===== src/rtl/edulent_mem_pkg.sv =====
// -----------------------------------------------------------------------------
// edulent_mem_pkg
// Shared widths, burst-master state encoding and the read-return beat format
// used by mem_burst_master and its read FIFO.
// -----------------------------------------------------------------------------
package edulent_mem_pkg;

  localparam int ADDR_W = 8;
  localparam int DATA_W = 8;

  typedef enum logic [1:0] {
    IDLE  = 2'd0,
    WRITE = 2'd1,
    READ  = 2'd2,
    DRAIN = 2'd3
  } state_t;

  // One entry of the read-return path: data plus end-of-burst marker.
  typedef struct packed {
    logic              last;
    logic [DATA_W-1:0] data;
  } rd_beat_t;

  // Memory addresses wrap modulo 2**ADDR_W.
  function automatic logic [ADDR_W-1:0] next_addr(input logic [ADDR_W-1:0] a);
    return a + ADDR_W'(1);
  endfunction

endpackage


===== src/rtl/mem_rd_fifo.sv =====
// -----------------------------------------------------------------------------
// mem_rd_fifo
// Small synchronous first-word-fall-through FIFO used to absorb the memory's
// registered read latency. The head entry is visible combinationally.
//
// Ports
//   i_clk, i_rstn   clock, asynchronous active-low reset (empties the FIFO)
//   i_push          write i_push_data (ignored when full)
//   i_push_data     entry to write
//   i_pop           remove head entry (ignored when empty)
//   o_head          current head entry
//   o_count         number of stored entries (0..DEPTH)
//   o_empty/o_full  status flags
// -----------------------------------------------------------------------------
module mem_rd_fifo #(
  parameter int WIDTH = 9,
  parameter int DEPTH = 4
) (
  input  logic                       i_clk,
  input  logic                       i_rstn,
  input  logic                       i_push,
  input  logic [WIDTH-1:0]           i_push_data,
  input  logic                       i_pop,
  output logic [WIDTH-1:0]           o_head,
  output logic [$clog2(DEPTH+1)-1:0] o_count,
  output logic                       o_empty,
  output logic                       o_full
);

  localparam int PTR_W = (DEPTH > 1) ? $clog2(DEPTH) : 1;
  localparam int CNT_W = $clog2(DEPTH + 1);
  localparam logic [PTR_W-1:0] LAST_PTR = PTR_W'(DEPTH - 1);
  localparam logic [CNT_W-1:0] FULL_CNT = CNT_W'(DEPTH);

  logic [WIDTH-1:0] mem_q [DEPTH];
  logic [WIDTH-1:0] mem_d [DEPTH];
  logic [PTR_W-1:0] wr_ptr_q, wr_ptr_d;
  logic [PTR_W-1:0] rd_ptr_q, rd_ptr_d;
  logic [CNT_W-1:0] count_q, count_d;
  logic             do_push;
  logic             do_pop;

  // Pointers wrap explicitly so DEPTH need not be a power of two.
  function automatic logic [PTR_W-1:0] ptr_inc(input logic [PTR_W-1:0] p);
    return (p == LAST_PTR) ? '0 : p + PTR_W'(1);
  endfunction

  assign do_push = i_push && (count_q != FULL_CNT);
  assign do_pop  = i_pop  && (count_q != '0);

  always_comb begin
    mem_d    = mem_q;
    wr_ptr_d = wr_ptr_q;
    rd_ptr_d = rd_ptr_q;
    count_d  = count_q;

    if (do_push) begin
      mem_d[wr_ptr_q] = i_push_data;
      wr_ptr_d        = ptr_inc(wr_ptr_q);
    end
    if (do_pop) begin
      rd_ptr_d = ptr_inc(rd_ptr_q);
    end

    case ({do_push, do_pop})
      2'b10:   count_d = count_q + CNT_W'(1);
      2'b01:   count_d = count_q - CNT_W'(1);
      default: count_d = count_q;
    endcase
  end

  always_ff @(posedge i_clk or negedge i_rstn) begin
    if (!i_rstn) begin
      for (int i = 0; i < DEPTH; i++) begin
        mem_q[i] <= '0;
      end
      wr_ptr_q <= '0;
      rd_ptr_q <= '0;
      count_q  <= '0;
    end else begin
      mem_q    <= mem_d;
      wr_ptr_q <= wr_ptr_d;
      rd_ptr_q <= rd_ptr_d;
      count_q  <= count_d;
    end
  end

  assign o_head  = mem_q[rd_ptr_q];
  assign o_count = count_q;
  assign o_empty = (count_q == '0);
  assign o_full  = (count_q == FULL_CNT);

endmodule


===== src/rtl/mem_burst_master.sv =====
// -----------------------------------------------------------------------------
// mem_burst_master
// Burst initiator for an 8-bit single-port memory with a one-cycle registered
// read port. Write bursts stream one beat per handshake straight to the
// memory pins; read bursts are issued ahead of the consumer and collected in
// a small FIFO so that data streams at one byte per cycle.
//
// Ports
//   i_clk, i_rstn                       clock, asynchronous active-low reset
//   i_cmd_valid/o_cmd_ready             command handshake (ready only in IDLE)
//   i_cmd_write, i_cmd_addr, i_cmd_len  direction, start address, beats-1
//   i_wr_valid/o_wr_ready/i_wr_data     write-data stream
//   o_rd_valid/i_rd_ready/o_rd_data/o_rd_last  read-data stream
//   o_mem_addr, o_mem_data_write, o_mem_write_enable  registered memory pins
//   i_mem_data_read                     memory read data (one cycle after addr)
//   o_busy                              high whenever not IDLE
//   o_done                              one-cycle pulse after a burst completes
// -----------------------------------------------------------------------------
module mem_burst_master
  import edulent_mem_pkg::*;
#(
  parameter int RD_FIFO_DEPTH = 4
) (
  input  logic              i_clk,
  input  logic              i_rstn,

  input  logic              i_cmd_valid,
  output logic              o_cmd_ready,
  input  logic              i_cmd_write,
  input  logic [ADDR_W-1:0] i_cmd_addr,
  input  logic [7:0]        i_cmd_len,

  input  logic              i_wr_valid,
  output logic              o_wr_ready,
  input  logic [DATA_W-1:0] i_wr_data,

  output logic              o_rd_valid,
  input  logic              i_rd_ready,
  output logic [DATA_W-1:0] o_rd_data,
  output logic              o_rd_last,

  output logic [ADDR_W-1:0] o_mem_addr,
  output logic [DATA_W-1:0] o_mem_data_write,
  output logic              o_mem_write_enable,
  input  logic [DATA_W-1:0] i_mem_data_read,

  output logic              o_busy,
  output logic              o_done
);

  localparam int CNT_W = $clog2(RD_FIFO_DEPTH + 1);
  // One extra bit so FIFO count plus two in-flight reads cannot overflow.
  localparam logic [CNT_W:0] DEPTH_LIMIT = (CNT_W + 1)'(RD_FIFO_DEPTH);

  state_t            state_q, state_d;
  logic [ADDR_W-1:0] addr_q, addr_d;
  logic [7:0]        remaining_q, remaining_d;
  logic [ADDR_W-1:0] mem_addr_q, mem_addr_d;
  logic [DATA_W-1:0] mem_wdata_q, mem_wdata_d;
  logic              mem_we_q, mem_we_d;
  logic              done_q, done_d;

  // Read pipeline: [0] = address on the memory pins, [1] = data on
  // i_mem_data_read this cycle (pushed into the FIFO at the next edge).
  logic [1:0]        infl_valid_q, infl_valid_d;
  logic [1:0]        infl_last_q, infl_last_d;

  logic              issue;
  logic              issue_last;
  logic              can_issue;
  logic [CNT_W:0]    occupancy;

  logic              fifo_push;
  logic              fifo_pop;
  rd_beat_t          fifo_push_beat;
  rd_beat_t          fifo_head;
  logic [CNT_W-1:0]  fifo_count;
  logic              fifo_empty;
  logic              fifo_full;

  mem_rd_fifo #(
    .WIDTH (DATA_W + 1),
    .DEPTH (RD_FIFO_DEPTH)
  ) u_rd_fifo (
    .i_clk       (i_clk),
    .i_rstn      (i_rstn),
    .i_push      (fifo_push),
    .i_push_data (fifo_push_beat),
    .i_pop       (fifo_pop),
    .o_head      (fifo_head),
    .o_count     (fifo_count),
    .o_empty     (fifo_empty),
    .o_full      (fifo_full)
  );

  assign fifo_push           = infl_valid_q[1];
  assign fifo_push_beat.last = infl_last_q[1];
  assign fifo_push_beat.data = i_mem_data_read;
  assign fifo_pop            = o_rd_valid && i_rd_ready;

  // Reserve a FIFO slot for every read already on its way. A pop in this
  // cycle is deliberately not credited, keeping the issue path free of
  // i_rd_ready.
  assign occupancy = {1'b0, fifo_count}
                   + {{CNT_W{1'b0}}, infl_valid_q[0]}
                   + {{CNT_W{1'b0}}, infl_valid_q[1]};
  assign can_issue = (occupancy < DEPTH_LIMIT);

  always_comb begin
    state_d     = state_q;
    addr_d      = addr_q;
    remaining_d = remaining_q;
    mem_addr_d  = mem_addr_q;
    mem_wdata_d = mem_wdata_q;
    mem_we_d    = 1'b0;
    done_d      = 1'b0;
    issue       = 1'b0;
    issue_last  = 1'b0;

    case (state_q)
      IDLE: begin
        if (i_cmd_valid) begin
          addr_d      = i_cmd_addr;
          remaining_d = i_cmd_len;
          state_d     = i_cmd_write ? WRITE : READ;
        end
      end

      WRITE: begin
        if (i_wr_valid) begin
          mem_addr_d  = addr_q;
          mem_wdata_d = i_wr_data;
          mem_we_d    = 1'b1;
          addr_d      = next_addr(addr_q);
          remaining_d = remaining_q - 8'd1;
          if (remaining_q == 8'd0) begin
            state_d = IDLE;
            done_d  = 1'b1;
          end
        end
      end

      READ: begin
        if (can_issue) begin
          issue       = 1'b1;
          mem_addr_d  = addr_q;
          addr_d      = next_addr(addr_q);
          remaining_d = remaining_q - 8'd1;
          if (remaining_q == 8'd0) begin
            issue_last = 1'b1;
            state_d    = DRAIN;
          end
        end
      end

      DRAIN: begin
        if (fifo_pop && fifo_head.last) begin
          state_d = IDLE;
          done_d  = 1'b1;
        end
      end

      default: state_d = IDLE;
    endcase

    infl_valid_d = {infl_valid_q[0], issue};
    infl_last_d  = {infl_last_q[0], issue_last};
  end

  always_ff @(posedge i_clk or negedge i_rstn) begin
    if (!i_rstn) begin
      state_q      <= IDLE;
      addr_q       <= '0;
      remaining_q  <= '0;
      mem_addr_q   <= '0;
      mem_wdata_q  <= '0;
      mem_we_q     <= 1'b0;
      done_q       <= 1'b0;
      infl_valid_q <= '0;
      infl_last_q  <= '0;
    end else begin
      state_q      <= state_d;
      addr_q       <= addr_d;
      remaining_q  <= remaining_d;
      mem_addr_q   <= mem_addr_d;
      mem_wdata_q  <= mem_wdata_d;
      mem_we_q     <= mem_we_d;
      done_q       <= done_d;
      infl_valid_q <= infl_valid_d;
      infl_last_q  <= infl_last_d;
    end
  end

  assign o_cmd_ready        = (state_q == IDLE);
  assign o_wr_ready         = (state_q == WRITE);
  assign o_busy             = (state_q != IDLE);
  assign o_done             = done_q;

  assign o_mem_addr         = mem_addr_q;
  assign o_mem_data_write   = mem_wdata_q;
  assign o_mem_write_enable = mem_we_q;

  // Stale FIFO contents are masked so the stream reads as zero when idle.
  assign o_rd_valid         = !fifo_empty;
  assign o_rd_data          = o_rd_valid ? fifo_head.data : '0;
  assign o_rd_last          = o_rd_valid && fifo_head.last;

endmodule


===== config.mk =====
export PLATFORM = sky130hd
export DESIGN_NAME = mem_burst_master
export DESIGN_NICKNAME = d
export VERILOG_FILES = /design/src/rtl/edulent_mem_pkg.sv /design/src/rtl/mem_rd_fifo.sv /design/src/rtl/mem_burst_master.sv
export SDC_FILE = /design/constraint.sdc
export NUM_CORES = 1
export LEC_CHECK = 0
export ABC_AREA = 0
export CAP_MARGIN = 30
export CORE_MARGIN = 5
export CORE_UTILIZATION = 37
export CTS_CLUSTER_DIAMETER = 150
export DETAILED_ROUTE_END_ITERATION = 16
export MAX_ROUTING_LAYER = met4
export PLACE_DENSITY = 0.61
export SYNTH_ARGS = -nofsm -noshare
export SYNTH_HDL_FRONTEND = slang
export SYNTH_HIERARCHICAL = 1
export SYNTH_SLANG_ARGS = --single-unit

===== constraint.sdc =====
create_clock -name i_clk -period 2.6 [get_ports i_clk]
set_input_delay 0.52 -clock i_clk [delete_from_list [all_inputs] [get_ports i_clk]]
set_output_delay 0.52 -clock i_clk [all_outputs]
set_load 0.05 [all_outputs]

==> Word-level counts from Yosys, hierarchy flattened <==
Index checks and enable logic that the tools add are counted.
{ "totals": {"register_bits": 83, "in_bits": 38, "out_inout_bits": 31, "wordCells": 102} }
{ "op_classes": {"add_sub_neg": 8, "magnitude_cmp": 4, "n_eq_ne": 14, "muxes": 39, "n_bitwise": 2, "reduce_logical": 19} }
{ "op_table": {"columns": ["operator", "n"], "rows": [
  ["8-bit 2-to-1 mux", 9],
  ["8-bit case mux with 3 select lines", 2],
  ["36-bit bitwise mux", 1],
  ["9-bit 2-to-1 mux", 3],
  ["9-bit binary-select mux with 2-bit select", 1],
  ["9-bit demux with 2-bit select", 1],
  ["2-bit 2-to-1 mux", 9],
  ["8-bit case mux with 2 select lines", 1],
  ["2-bit == test, second input constant", 5],
  ["2-bit inequality test, second input constant", 5],
  ["1-bit 2-to-1 mux", 9],
  ["8-bit by 1-bit adder with 8-bit output, second input constant", 1],
  ["8-bit logical NOT", 1],
  ["2-bit case mux with 4 select lines", 1],
  ["8-bit by 1-bit subtractor with 8-bit output, second input constant", 1],
  ["3-bit >= comparator, second input constant", 2],
  ["1-bit logical AND", 6],
  ["2-bit NOT with 3-bit output", 2],
  ["3-bit case mux with 2 select lines", 1],
  ["6-bit AND reduction", 1],
  ["2-bit nonzero test", 3],
  ["3-bit nonzero test", 2],
  ["2-bit by 1-bit adder with 2-bit output, second input constant", 2],
  ["3-bit by 1-bit adder with 4-bit output", 1],
  ["other kinds (15)", 16]
]} }

==> Longest topological paths before layout <==
Gate-level depths: netlist of the first run.
{ "depth": {"word_depth": 7, "ltp_mapped": 10, "mapped_depth_nobuf": 10} }

==> Modules after synthesis <==
Netlist of the first run, hierarchy kept.
{ "modules_own_cells": {"columns": ["mod", "instances", "cells_per_inst", "area_per_inst_um2", "seq_area_each_um2"], "rows": [
  ["mem_burst_master", 1, 209, 2189.6, 1001.0],
  ["mem_rd_fifo", 1, 126, 1973.1, 1076.0]
]} }

==> Worst setup path before layout of the first run <==
OpenSTA, ideal clock, no wires.
{ "synth_path": {"kind": "reg-to-reg", "startpoint": "reg state_q[0]", "endpoint": "reg remaining_q[6]", "setup_ps": 124, "t_arrival_ps": 2390, "required_ps": 2476, "setup_slack_ps": 86, "path_stages_with_launch": 8, "path_buffers": 1, "synth_period_minus_slack_ps": 2514, "cell_sequence": "dfrtp_1 inv_1 ha_1 inv_1 o221ai_1 clkbuf_1 nor4_1 a211o_1"} }
{ "synth_between": {"elab_chain_cells": 3, "elab_cells_between_ends": 9, "cone_classes": "eq/ne (5); mux (1); reduce/logical (3)"} }
{ "synth_rtl": {"columns": ["element", "line", "text"], "rows": [
  ["start: declaration", "mem_burst_master.sv:55", "state_t state_q, state_d;"],
  ["start signal: assignment", "mem_burst_master.sv:182", "state_q <= state_d;"],
  ["2-bit logical NOT (*)", null, null],
  ["net o_cmd_ready", "mem_burst_master.sv:28", "output logic o_cmd_ready,"],
  ["2-bit inequality test (no source line) or 3-bit nonzero test (tied branches)", null, null],
  ["4-bit AND reduction (no source line)", null, null],
  ["end signal: assignment", "mem_burst_master.sv:184", "remaining_q <= remaining_d;"],
  ["end: declaration", "mem_burst_master.sv:57", "logic [7:0] remaining_q, remaining_d;"]
]} }
The timed path passes the listed nets; every way through them passes the cells marked *.
A chain may end at the register's enable or synchronous reset.

==> Worst setup path in the final report of the first run <==
{ "layout_path": {"startpoint": "reg state_q[1]", "endpoint": "out o_wr_ready"} }
{ "layout_between": {"elab_chain_cells": 1} }
{ "layout_rtl": {"columns": ["element", "line", "text"], "rows": [
  ["2-bit by 1-bit == test with 1-bit output", "mem_burst_master.sv:195", "assign o_wr_ready = (state_q == WRITE);"],
  ["end: declaration", "mem_burst_master.sv:34", "output logic o_wr_ready,"]
]} }
No other way between the ends.

==> results.txt, run 1 <==
----------------------------------------------------
[Worst setup path]
  Peak fanout along the critical path ... 5
  Crit path capture type ... output pin
  Number of cells on the worst reg-to-reg path ... 8
  Cell-by-cell listing of the critical path ... inv_1, ha_1, clkdlybuf4s50_1
  Highest-delay cell along the critical path ... sky130_fd_sc_hd__clkdlybuf4s50_1
  Worst endpoint data arrival time ... roughly 2.0 ns
  Kind of cell with the highest combined delay on the critical path ... buffers and inverters
  Critical path startpoint category ... flip-flop
  Crit Path Category ... reg -> out
  Terminus of the critical flop-to-flop path ... u_rd_fifo/o_count[2]
  Required time of the critical path ... 2.08 ns
  R2R Path Start ... u_rd_fifo/o_count[1]
  Crit path buffers/inverters ... 2
  Highest cell delay on the worst timing path ... 0.85 ns
  Register-to-register path setup slack ... 0.31 ns

[Drt]
  Met3 WL ... between 300 and 400 um
  Ratio of routed vias to standard cells ... about 5.3
  Routed length per placed instance ... approximately 16 um
  Routed wire length ... between 8 and 9 mm
  Top routing layer in use ... met4
  Routed length on met2 ... ~4.5 mm
  Number of nets with antenna violations after detailed routing ... 0
  Wl on met1 ... 4.06 mm
  Residual DRC count ... 0
  First-pass DRT Iterations ... 4
  First-iteration detailed-routing DRC count ... 123
  Via total after detailed routing ... 2915

[Final layout]
  Area growth syn-to-layout ... 27.1%
  Post-route core utilization ... 48.4%
  Fraction of final layout cells with drive strength greater than 1 ... 26.1%
  Final instance area ... 5290 sq um
  Final nets ... around 460
  Ant diodes ... 0

[Synthesis]
  Synth Register Bits ... 83
  EDFF count, synth ... 0
  Leading post-synthesis cells by cell area ... sky130_fd_sc_hd__dfrtp_1, sky130_fd_sc_hd__mux2_2, sky130_fd_sc_hd__mux4_2
  Cell variety after synth ... 51
  Synth async-reset ratio ... 100%
  Post-Syn Area ... 4160 sq um
  Seq/Total Area, Yosys ... 49.9%
  Commonest register cell after synthesis ... sky130_fd_sc_hd__dfrtp_1
  Synthesized instance count ... 335
  Net count after synthesis ... 388
  Most frequent cell after synthesis ... sky130_fd_sc_hd__dfrtp_1
  Leading post-synthesis cells by instance count ... sky130_fd_sc_hd__dfrtp_1, sky130_fd_sc_hd__mux2_2, sky130_fd_sc_hd__inv_1
  Cell taking the most area after synthesis ... sky130_fd_sc_hd__dfrtp_1
  Number of warnings reported in the yosys synthesis log ... 6
  Area share of the leading cell type in the synthesized netlist ... 49.9%
  Mean instance size in the synthesized netlist ... 12.4 sq um

[STA]
  Fin Clk Skew ... 0.00829 ns
  Final setup viols ... 0
  Final Max Tran Viols ... 0
  Worst max-slew margin expressed relative to the limit ... a little under three fifths
  Period utilisation layout ... 95.1%
  Setup repair after global routing missed its margin ... false
  Final period demand of the worst path ... 2.47 ns
  Hold slack final ... 0.163 ns
  Setup TNS ... 0 ns
  Fmax ... 0.405 GHz
  Post-layout worst setup margin ... 0.128 ns
  Worst Max-Slew Pin Slew ... between 0.6 and 0.7 ns
  Hold violation total from the final report ... 0

[Clock network]
  Total number of H-tree levels ... 3
  Inserted Clock Buffers ... 9
  Clock tree from TritonCTS ... yes
  CTS max path bufs ... 2
  Buffers inserted during post-CTS setup optimization ... 0
  Buffer cell driving the clock tree root ... sky130_fd_sc_hd__clkbuf_16
  Clock insertion delay at the later pin of the skew report ... 0.33 ns
  Number of sinks on the clock net ... 83
  CTS clk-pin slew, worst paths ... roughly 0.06 ns

[Floorplan]
  Floorplan Core Area ... 10900 sq um
  # rows ... 38
  Full die area ... 13500 sq um
  I/O pin total ... 69
  Die height ... between 100 and 150 um
  Die width ... around 120 um
  Starting density of the core ... between 30% and 40%

[Power and ir drop]
  Cell leakage power ... around 0.0023 uW
  Peak supply drop ... 0.860 mV
  Areal power density over the cells ... 1470 nW/um^2

[Placed design]
  Placement-stage worst setup slack ... 0.133 ns
  Routability congestion estimate ... between 0.7 and 0.8
  HPWL Detailed ... roughly 6.4 mm
  Total cell area at the placement stage ... 5000 sq um
  Count of input and output buffers ... 68

[Global route]
  Initial antenna violation count ... 0
  First-pass GRT wire length ... 15.3 mm
  Vias in the first global route ... between 3000 and 4000
  Maximum number of pins on one net before global-route repair ... 45
  Global-route usage over all layers ... 14.9%
  Global route total overflow ... 0

[Hold path]
  Min-delay worst type ... in -> async

[Outcome]
  Outcome ... finished clean

[Run]
  Max Cap Viol ... 0

----------------------------------------------------
==> cell type report <==
type / instances / area (sq um)
repair buffers: 74 / 708
clock buffers: 10 / 239
clock inverters: 6 / 46.3
fillers: 1027 / 5650
flip-flops and latches: 83 / 2080
multi-input cells: 215 / 1950
inverters: 26 / 97.6
well taps: 140 / 175
==> placed cells by master, fill, tap and decap left out, types with 10 or more instances in the layout <==
master                            count
sky130_fd_sc_hd__dfrtp_1             82
sky130_fd_sc_hd__clkdlybuf4s50_1     56
sky130_fd_sc_hd__mux2_2              52
sky130_fd_sc_hd__inv_1               25
sky130_fd_sc_hd__buf_4               17
sky130_fd_sc_hd__ha_1                14
sky130_fd_sc_hd__nand2_1             13
sky130_fd_sc_hd__nor2b_1             12
sky130_fd_sc_hd__nor4_1              10
==> logic make-up (layout without fill, tap and decap cells) <==
kind of cell / count (synthesis) / count (layout) / share of synthesized area, %
xor gates and xnor gates: 3 / 3 / 0.631
DFF: 83 / 83 / 49.9
AOI/OAI and AO/OA: 47 / 47 / 8.75
adders and majority gates: 15 / 15 / 4.69
and+or+nand+nor: 78 / 78 / 10.9
muxes: 72 / 72 / 21.8
buffers and inverters: 37 / 116 / 3.37
==> layer usage <==
layer / GRT usage, % / vias up
met5: - / -
met1: 19.0 / 1447
met2: 23.8 / 70
met3: 3.39 / 6
met4: 4.49 / 0
li1: - / 1392
==> how the worst max path moves through the flow <==
stage / startpoint / slack (ns) / endpoint / cells after the start
6_report: state_q[1] / 0.13 / o_wr_ready / 3
5_1_grt: state_q[0] / 0.05 / o_cmd_ready / 3
4_1_cts: u_rd_fifo/rd_ptr_q[0] / 0.008 / o_rd_last / 3
3_5_place_dp: i_rd_ready / 0.13 / u_rd_fifo/o_count[2] / 10
3_3_place_gp: i_rd_ready / 0.17 / u_rd_fifo/o_count[2] / 10
2_1_floorplan: state_q[0] / 0.09 / remaining_q[6] / 7
==> power by group <==
| part | switching, uW | internal (uW) |
|---|---|---|
| Sequential | 501 | 1890 |
| Combinational | 2390 | 1790 |
| Clock | 529 | 682 |
| Total | 3420 | 4370 |
==> flip-flops by register name, indices dropped and copies added, names as in the netlist, 2 cells and up <==
register and flops:
infl_valid_q 2, u_rd_fifo/mem_q 36, u_rd_fifo/rd_ptr_q 2, addr_q 8, o_mem_data_write 8, o_mem_addr 8
u_rd_fifo/o_count 3, infl_last_q 2, u_rd_fifo/wr_ptr_q 2, remaining_q 8, state_q 2
==> repair_timing <==
action,CTS,global route
gates resized for setup,0,1
hold buffers,0,0
setup endpoints to repair,0,9
==> worst reg2reg max path, delay by kind of cell (launching register included) <==
family / cells / cell delay, ns
flops: 1 / 0.45
simple gates: 3 / 0.79
fa+ha+maj: 2 / 0.59
buf+inv: 1 / 0.06
xor+xnor: 2 / 0.31
==> stage by stage <==
stage | cells | power (uW)
finish | 554 | 7790
global route | 554 | 8330
CTS | 554 | 7890
detailed placement | 538 | 6650
global placement | 538 | 6550
floorplan | 335 | 5430
Note: power is estimated with default switching activity, not from simulation.
==> run 2: changes to the inputs <==
Settings changed: ABC_AREA 0 to 1, PLACE_DENSITY 0.61 to 0.6.
Clock period 2.6 ns to 2.75 ns, I/O delays scaled along.
==> run 2 against run 1 <==
  * Count of clock-buffer cells in the layout up 3
  * Die area up 9.0%
  * Routed wire length up 24%
  * Synthesized area up 9.9%
  * Critical path type unchanged
  * Highest routed layer unchanged
==> results.txt, run 2 <==
----------------------------------------------------
[Outcome]
  Outcome ... finished clean

[Drt]
  Via total after detailed routing ... 3994 (+37%)
  Ratio of routed vias to standard cells ... 4.79 (-9.0%)
  Routed wire length ... 11.2 mm (+24%)
  Residual DRC count ... 0 (unchanged)
  First-iteration detailed-routing DRC count ... 209 (+70%)
  First-pass DRT Iterations ... 4 (unchanged)
  Routed length per placed instance ... 13.4 um (-17%)
  Number of nets with antenna violations after detailed routing ... 0 (unchanged)

[Worst setup path]
  Highest cell delay on the worst timing path ... 0.83 ns (-0.02 ns)
  Peak fanout along the critical path ... 5 (unchanged)
  Highest-delay cell along the critical path ... sky130_fd_sc_hd__clkdlybuf4s50_1
  Crit path capture type ... output pin
  R2R Path Start ... u_rd_fifo/o_count[2]
  Cell-by-cell listing of the critical path ... inv_1, ha_1, inv_2, clkdlybuf4s50_1
  Register-to-register path setup slack ... 0.57 ns (+0.26 ns)
  Crit Path Category ... reg -> out
  Critical path startpoint category ... flip-flop
  Terminus of the critical flop-to-flop path ... u_rd_fifo/o_count[2]
  Worst endpoint data arrival time ... 2.00 ns (+0.05 ns)
  Number of cells on the worst reg-to-reg path ... 13 (+5)
  Required time of the critical path ... 2.20 ns (+0.12 ns)

[STA]
  Hold violation total from the final report ... 0 (unchanged)
  Setup repair after global routing missed its margin ... false
  Fmax ... 0.392 GHz
  Worst Max-Slew Pin Slew ... 0.791 ns (+0.149 ns)
  Setup TNS ... 0 ns (unchanged)
  Final setup viols ... 0 (unchanged)
  Worst max-slew margin expressed relative to the limit ... 47.3% (-9.6 points)
  Fin Clk Skew ... 0.00577 ns (-0.00252 ns)
  Final period demand of the worst path ... 2.55 ns
  Final Max Tran Viols ... 0 (unchanged)
  Period utilisation layout ... ~93%

[Clock network]
  Number of sinks on the clock net ... 83 (unchanged)
  Buffers inserted during post-CTS setup optimization ... 0 (unchanged)
  CTS max path bufs ... 2 (unchanged)
  Total number of H-tree levels ... 3 (unchanged)
  Clock tree from TritonCTS ... yes
  Buffer cell driving the clock tree root ... sky130_fd_sc_hd__clkbuf_16
  CTS clk-pin slew, worst paths ... 0.06 ns (about the same)
  Inserted Clock Buffers ... 9 (unchanged)
  Quantity of hold-fixing buffers added after cts ... 0 (unchanged)
  Post-cts resize count ... 0 (unchanged)
  Clock insertion delay at the later pin of the skew report ... 0.33 ns (about the same)

[Synthesis]
  Post-Syn Area ... 4580 sq um (+9.9%)
  Synthesized instance count ... 600 (+79%)
  Mean instance size in the synthesized netlist ... 7.63 sq um (-39%)
  Number of warnings reported in the yosys synthesis log ... 6 (unchanged)
  Net count after synthesis ... 653 (+68%)

[Run]
  Max Cap Viol ... 0 (unchanged)

[Placed design]
  HPWL Detailed ... 7.78 mm (+21%)
  Routability congestion estimate ... 0.840 (+5.5%)
  Total cell area at the placement stage ... 5480 sq um (+9.5%)
  Count of input and output buffers ... 68 (unchanged)

[Final layout]
  Final instance area ... 5790 sq um (+9.4%)
  Number of flip-flops in the largest register ... 36 (unchanged)
  Most flops, register ... u_rd_fifo/mem_q
  Fraction of final layout cells with drive strength greater than 1 ... 7.96% (-18 points)
  Ant diodes ... 0 (unchanged)
  Most common library cell in the layout ignoring fill and taps ... sky130_fd_sc_hd__nand2_1
  Final nets ... 715 (+55%)
  Area growth syn-to-layout ... 26.5%
  Fill count ... 1175 (+14%)
  Top library cells by usage in the layout, fill and taps aside ... sky130_fd_sc_hd__nand2_1, sky130_fd_sc_hd__dfrtp_1, sky130_fd_sc_hd__inv_1

[Floorplan]
  Floorplan Core Area ... 12100 sq um (+10%)
  # rows ... 40 (+5.3%)
  Full die area ... 14700 sq um (+9.0%)
  Die width ... 121 um (+4.4%)
  Starting density of the core ... 37.9% (-0.13 points)
  Die height ... 121 um (+4.4%)
  I/O pin total ... 69 (unchanged)

[Hold path]
  Min-delay worst type ... in -> async

[Global route]
  Initial antenna violation count ... 0 (unchanged)
  Vias in the first global route ... 3908 (+29%)
  Global route total overflow ... 0 (unchanged)
  Maximum number of pins on one net before global-route repair ... 48 (+6.7%)
  First-pass GRT wire length ... 18.7 mm (+23%)
  Global-route usage over all layers ... 16.3% (+1.4 points)

[Power and ir drop]
  Areal power density over the cells ... 1420 nW/um^2 (-3.2%)
  Cell leakage power ... 0.00298 uW (+29%)
  Peak supply drop ... 0.746 mV (-13%)

----------------------------------------------------
==> run 2: changes by cell type in the layout (fill, tap and decap cells not counted), moves of 10 or more <==
cell,previous run,this run
sky130_fd_sc_hd__o21ai_0,3,21
sky130_fd_sc_hd__nand3_1,9,27
sky130_fd_sc_hd__nand2_1,13,248
sky130_fd_sc_hd__nand4_1,4,39
sky130_fd_sc_hd__nor2_1,9,25
sky130_fd_sc_hd__mux2_2,52,0
sky130_fd_sc_hd__nor4_1,10,0
sky130_fd_sc_hd__inv_1,25,65
sky130_fd_sc_hd__nor2b_1,12,0
==> run 2: how the worst max path moves through the flow <==
stage / cells after the start / start / end / slack [ns]
final: 4 / state_q[0] / o_busy / 0.20
after CTS: 4 / state_q[0] / o_busy / 0.18
after global placement: 12 / i_rd_ready / u_rd_fifo/o_count[2] / 0.37
after floorplan: 14 / u_rd_fifo/rd_ptr_q[0] / state_q[0] / 0.50
after detailed placement: 12 / i_rd_ready / u_rd_fifo/o_count[2] / 0.30
after global routing: 5 / u_rd_fifo/o_count[1] / o_rd_valid / 0.11
==> run 2: stage by stage <==
| stage | worst slack (ns) | cells | hold slack (ns) | total power, uW | util [%] |
|---|---|---|---|---|---|
| after floorplan | 0.499 | 600 | 0.254 | 5470 | - |
| after global placement | 0.374 | 819 | 0.335 | 6920 | 45.4 |
| after detailed placement | 0.301 | 819 | 0.342 | 7010 | 45.4 |
| after CTS | 0.182 | 834 | 0.199 | 8330 | 48.0 |
| after global routing | 0.109 | 834 | 0.221 | 8890 | 48.0 |
| final | 0.197 | 834 | 0.181 | 8250 | 48.0 |
==> run 2: layout make-up <==
cell class / count / area, sq um / area share, %
Multi-Input combinational cell: 423 / 2090 / 36.1
Sequential cell: 83 / 2080 / 35.9
Timing Repair Buffer: 77 / 848 / 14.7
Inverter: 68 / 255 / 4.41
Clock buffer: 13 / 250 / 4.32
Tap cell: 168 / 210 / 3.63
Clock inverter: 2 / 60.1 / 1.04
==> run 2: report_power, final <==
group	switching [uW]	internal (uW)	total, uW	leakage, uW
Combinational	3050	1720	4780	0.00181
Sequential	431	1770	2200	0.00102
Clock	454	816	1270	0.000150
Total	3940	4310	8250	0.00298
==> run 2: routing by layer <==
layer	share of wire, %	vias to the layer above	track usage, %
met5	0	-	-
li1	-	2029	-
met4	1.5	0	6.09
met2	46	74	24.7
met3	3.6	13	2.89
met1	49	1878	21.9
==> run 2: critical path: cells and delay by family (launching register included) <==
family | cells | cell delay [ns]
fa+ha+maj | 1 | 0.24
buf+inv | 3 | 1.04
flops | 1 | 0.39
==> run 3: changes to the inputs <==
Settings changed: DONT_BUFFER_PORTS set to 1, PLACE_DENSITY 0.6 to 0.53.
Clock period 2.75 ns to 2.8 ns, I/O delays scaled along.
==> run 3 against run 2 <==
  * Count of clock-buffer cells in the layout is 2 lower
  * Non-clock buffer count shrank 58
  * Clock skew is essentially flat
  * Critical path type unchanged
  * Cell count decreased by 6.8%
  * Die area did not move
  * Worst hold slack worse by 0.045 ns
  * Register-to-register slack better by 0.12 ns
==> results.txt, run 3 (synthesized netlist as in run 2, its figures left out) <==
----------------------------------------------------
[Outcome]
  Outcome ... finished clean

[STA]
  Worst Max-Slew Pin Slew ... 0.721 ns (-0.0705 ns)
  Post-layout worst setup margin ... 0.374 ns (+0.177 ns)
  Period utilisation layout ... 86.6%
  Final period demand of the worst path ... between 2 and 2.5 ns
  Hold violation total from the final report ... 0 (unchanged)
  Final setup viols ... 0 (unchanged)
  Fin Clk Skew ... 0.00556 ns (-0.000210 ns)
  Fmax ... about 0.41 GHz
  Worst max-slew margin expressed relative to the limit ... 51.9% (+4.7 points)
  Setup repair after global routing missed its margin ... false
  Setup TNS ... 0 ns (unchanged)
  Final Max Tran Viols ... 0 (unchanged)

[Clock network]
  Inserted Clock Buffers ... 9 (unchanged)
  CTS max path bufs ... 2 (unchanged)
  Clock tree from TritonCTS ... yes
  Number of sinks on the clock net ... 83 (unchanged)
  Buffers inserted during post-CTS setup optimization ... 0 (unchanged)
  Post-cts resize count ... 0 (unchanged)
  Quantity of hold-fixing buffers added after cts ... 1 (+1)
  Clock insertion delay at the later pin of the skew report ... 0.34 ns (about the same)
  Total number of H-tree levels ... 3 (unchanged)
  Buffer cell driving the clock tree root ... sky130_fd_sc_hd__clkbuf_16
  CTS clk-pin slew, worst paths ... 0.06 ns (about the same)

[Worst setup path]
  Critical path startpoint category ... flip-flop
  R2R Path Start ... u_rd_fifo/o_count[0]
  Cell-by-cell listing of the critical path ... o211ai_1, nand2_1, inv_1, nor2_1, buf_4
  Highest-delay cell along the critical path ... sky130_fd_sc_hd__dfrtp_1
  Terminus of the critical flop-to-flop path ... u_rd_fifo/o_count[2]
  Number of cells on the worst reg-to-reg path ... 13 (unchanged)
  Register-to-register path setup slack ... 0.69 ns (+0.12 ns)
  Crit path capture type ... output pin
  Worst endpoint data arrival time ... 1.87 ns (-0.13 ns)
  Critical Path Start ... u_rd_fifo/rd_ptr_q[1]
  Highest cell delay on the worst timing path ... 0.80 ns (-0.03 ns)
  Crit Path Category ... reg -> out
  Worst setup path endpoint ... o_rd_last
  Peak fanout along the critical path ... 20 (+15)
  Required time of the critical path ... 2.24 ns (+0.04 ns)

[Final layout]
  Seq. cell area ... 2080 sq um (unchanged)
  Post-Layout Cell Count ... 777 (-6.8%)
  Final nets ... 657 (-8.1%)
  Ant diodes ... 0 (unchanged)
  Fill count ... 1223 (+4.1%)
  Most common library cell in the layout ignoring fill and taps ... sky130_fd_sc_hd__nand2_1
  Area growth syn-to-layout ... 11.2%
  Fraction of final layout cells with drive strength greater than 1 ... 9.20% (+1.2 points)
  Most flops, register ... u_rd_fifo/mem_q
  Number of flip-flops in the largest register ... 36 (unchanged)
  Top library cells by usage in the layout, fill and taps aside ... sky130_fd_sc_hd__nand2_1, sky130_fd_sc_hd__dfrtp_1, sky130_fd_sc_hd__inv_1
  Area of the multi-input gates ... 2090 sq um (unchanged)

[Global route]
  Global-route usage over all layers ... 16.3% (-0.031 points)
  Vias in the first global route ... 3699 (-5.3%)
  First-pass GRT wire length ... 18.5 mm (-1.2%)
  Maximum number of pins on one net before global-route repair ... 84 (+75%)
  Global route total overflow ... 0 (unchanged)
  Initial antenna violation count ... 0 (unchanged)

[Drt]
  Number of nets with antenna violations after detailed routing ... 0 (unchanged)
  Ratio of routed vias to standard cells ... 4.84 (+1.1%)
  First-pass DRT Iterations ... 4 (unchanged)
  Residual DRC count ... 0 (unchanged)
  Via total after detailed routing ... 3763 (-5.8%)
  First-iteration detailed-routing DRC count ... 274 (+31%)
  Routed length per placed instance ... 14.1 um (+5.1%)
  Routed wire length ... 10.9 mm (-2.1%)

[Placed design]
  Placement-stage worst setup slack ... 0.716 ns (+0.415 ns)
  Count of input and output buffers ... 0 (-100%)
  Placed Instances ... 760 (-7.2%)
  Routability congestion estimate ... 0.810 (-3.7%)
  HPWL Detailed ... 7.22 mm (-7.2%)

[Floorplan]
  Starting density of the core ... 37.9% (unchanged)
  # rows ... 40 (unchanged)
  Die width ... 121 um (unchanged)
  Die height ... 121 um (unchanged)
  I/O pin total ... 69 (unchanged)
  Full die area ... 14700 sq um (unchanged)
  Floorplan Core Area ... 12100 sq um (unchanged)

[Power and ir drop]
  Cell leakage power ... 0.00272 uW (-8.8%)
  Areal power density over the cells ... 1450 nW/um^2 (+1.5%)
  Peak supply drop ... 0.651 mV (-13%)

[Hold path]
  Min-delay worst type ... in -> async

[Run]
  Max Cap Viol ... 0 (unchanged)

----------------------------------------------------
run 3: cell count changes in the layout (fill, tap and decap cells not counted):
cell                              change
sky130_fd_sc_hd__buf_12              -10
sky130_fd_sc_hd__clkinvlp_4           +1
sky130_fd_sc_hd__buf_16               +1
sky130_fd_sc_hd__buf_4                +9
sky130_fd_sc_hd__clkbuf_1             -2
sky130_fd_sc_hd__bufinv_16            -1
sky130_fd_sc_hd__clkdlybuf4s50_1     -58
sky130_fd_sc_hd__clkinv_2             +3
run 3: critical path, delay by kind of cell (launching register included):
kind	cells	cell delay, ns
AOI/OAI and AO/OA	1	0.18
buffers and inverters	2	0.28
and+or+nand+nor	2	0.27
DFF	1	0.80
run 3: power by group:
group	switching, uW	internal (uW)	total (uW)
registers	822	1730	2550
logic	2460	1140	3610
clock network	488	711	1200
total	3770	3580	7360
run 3: area by class of cell:
type                            instances  share of cell area [%]
Tap cell                              168                    4.13
Multi-Input combinational cell        423                    41.0
Clock buffer                           11                    4.77
Inverter                               68                    5.02
Sequential cell                        83                    40.8
Clock inverter                          5                    1.03
Timing Repair Buffer                   19                    3.20
run 3: metal layers:
| layer | share of wire, % | GRT usage [%] | up-vias |
|---|---|---|---|
| li1 | - | - | 1911 |
| met1 | 48 | 22.0 | 1758 |
| met2 | 45 | 24.3 | 83 |
| met3 | 5.9 | 3.50 | 11 |
| met4 | 1.5 | 5.46 | 0 |
| met5 | 0 | - | - |
run 3: how the worst min path moves through the flow:
stage | slack (ns) | from | endpoint | cells past startpoint
final | 0.14 | i_rstn | u_rd_fifo/mem_q[21] | 1
after detailed placement | 0.27 | i_rstn | u_rd_fifo/o_count[0] | 0
after CTS | 0.15 | i_rstn | u_rd_fifo/mem_q[21] | 1
after global placement | 0.27 | i_rstn | u_rd_fifo/mem_q[4] | 0
after floorplan | 0.26 | i_rstn | addr_q[0] | 0
after global routing | 0.17 | i_rstn | u_rd_fifo/rd_ptr_q[1] | 1
run 3: metrics by stage:
step | cell area [sq um] | hold WS (ns) | total power, uW | util [%]
global placement | 4770 | 0.269 | 6100 | 39.5
finish | 5090 | 0.136 | 7360 | 42.2
detailed placement | 4770 | 0.269 | 6180 | 39.5
CTS | 5090 | 0.146 | 7440 | 42.2
floorplan | 4580 | 0.264 | 5370 | -
global route | 5090 | 0.166 | 8020 | 42.2
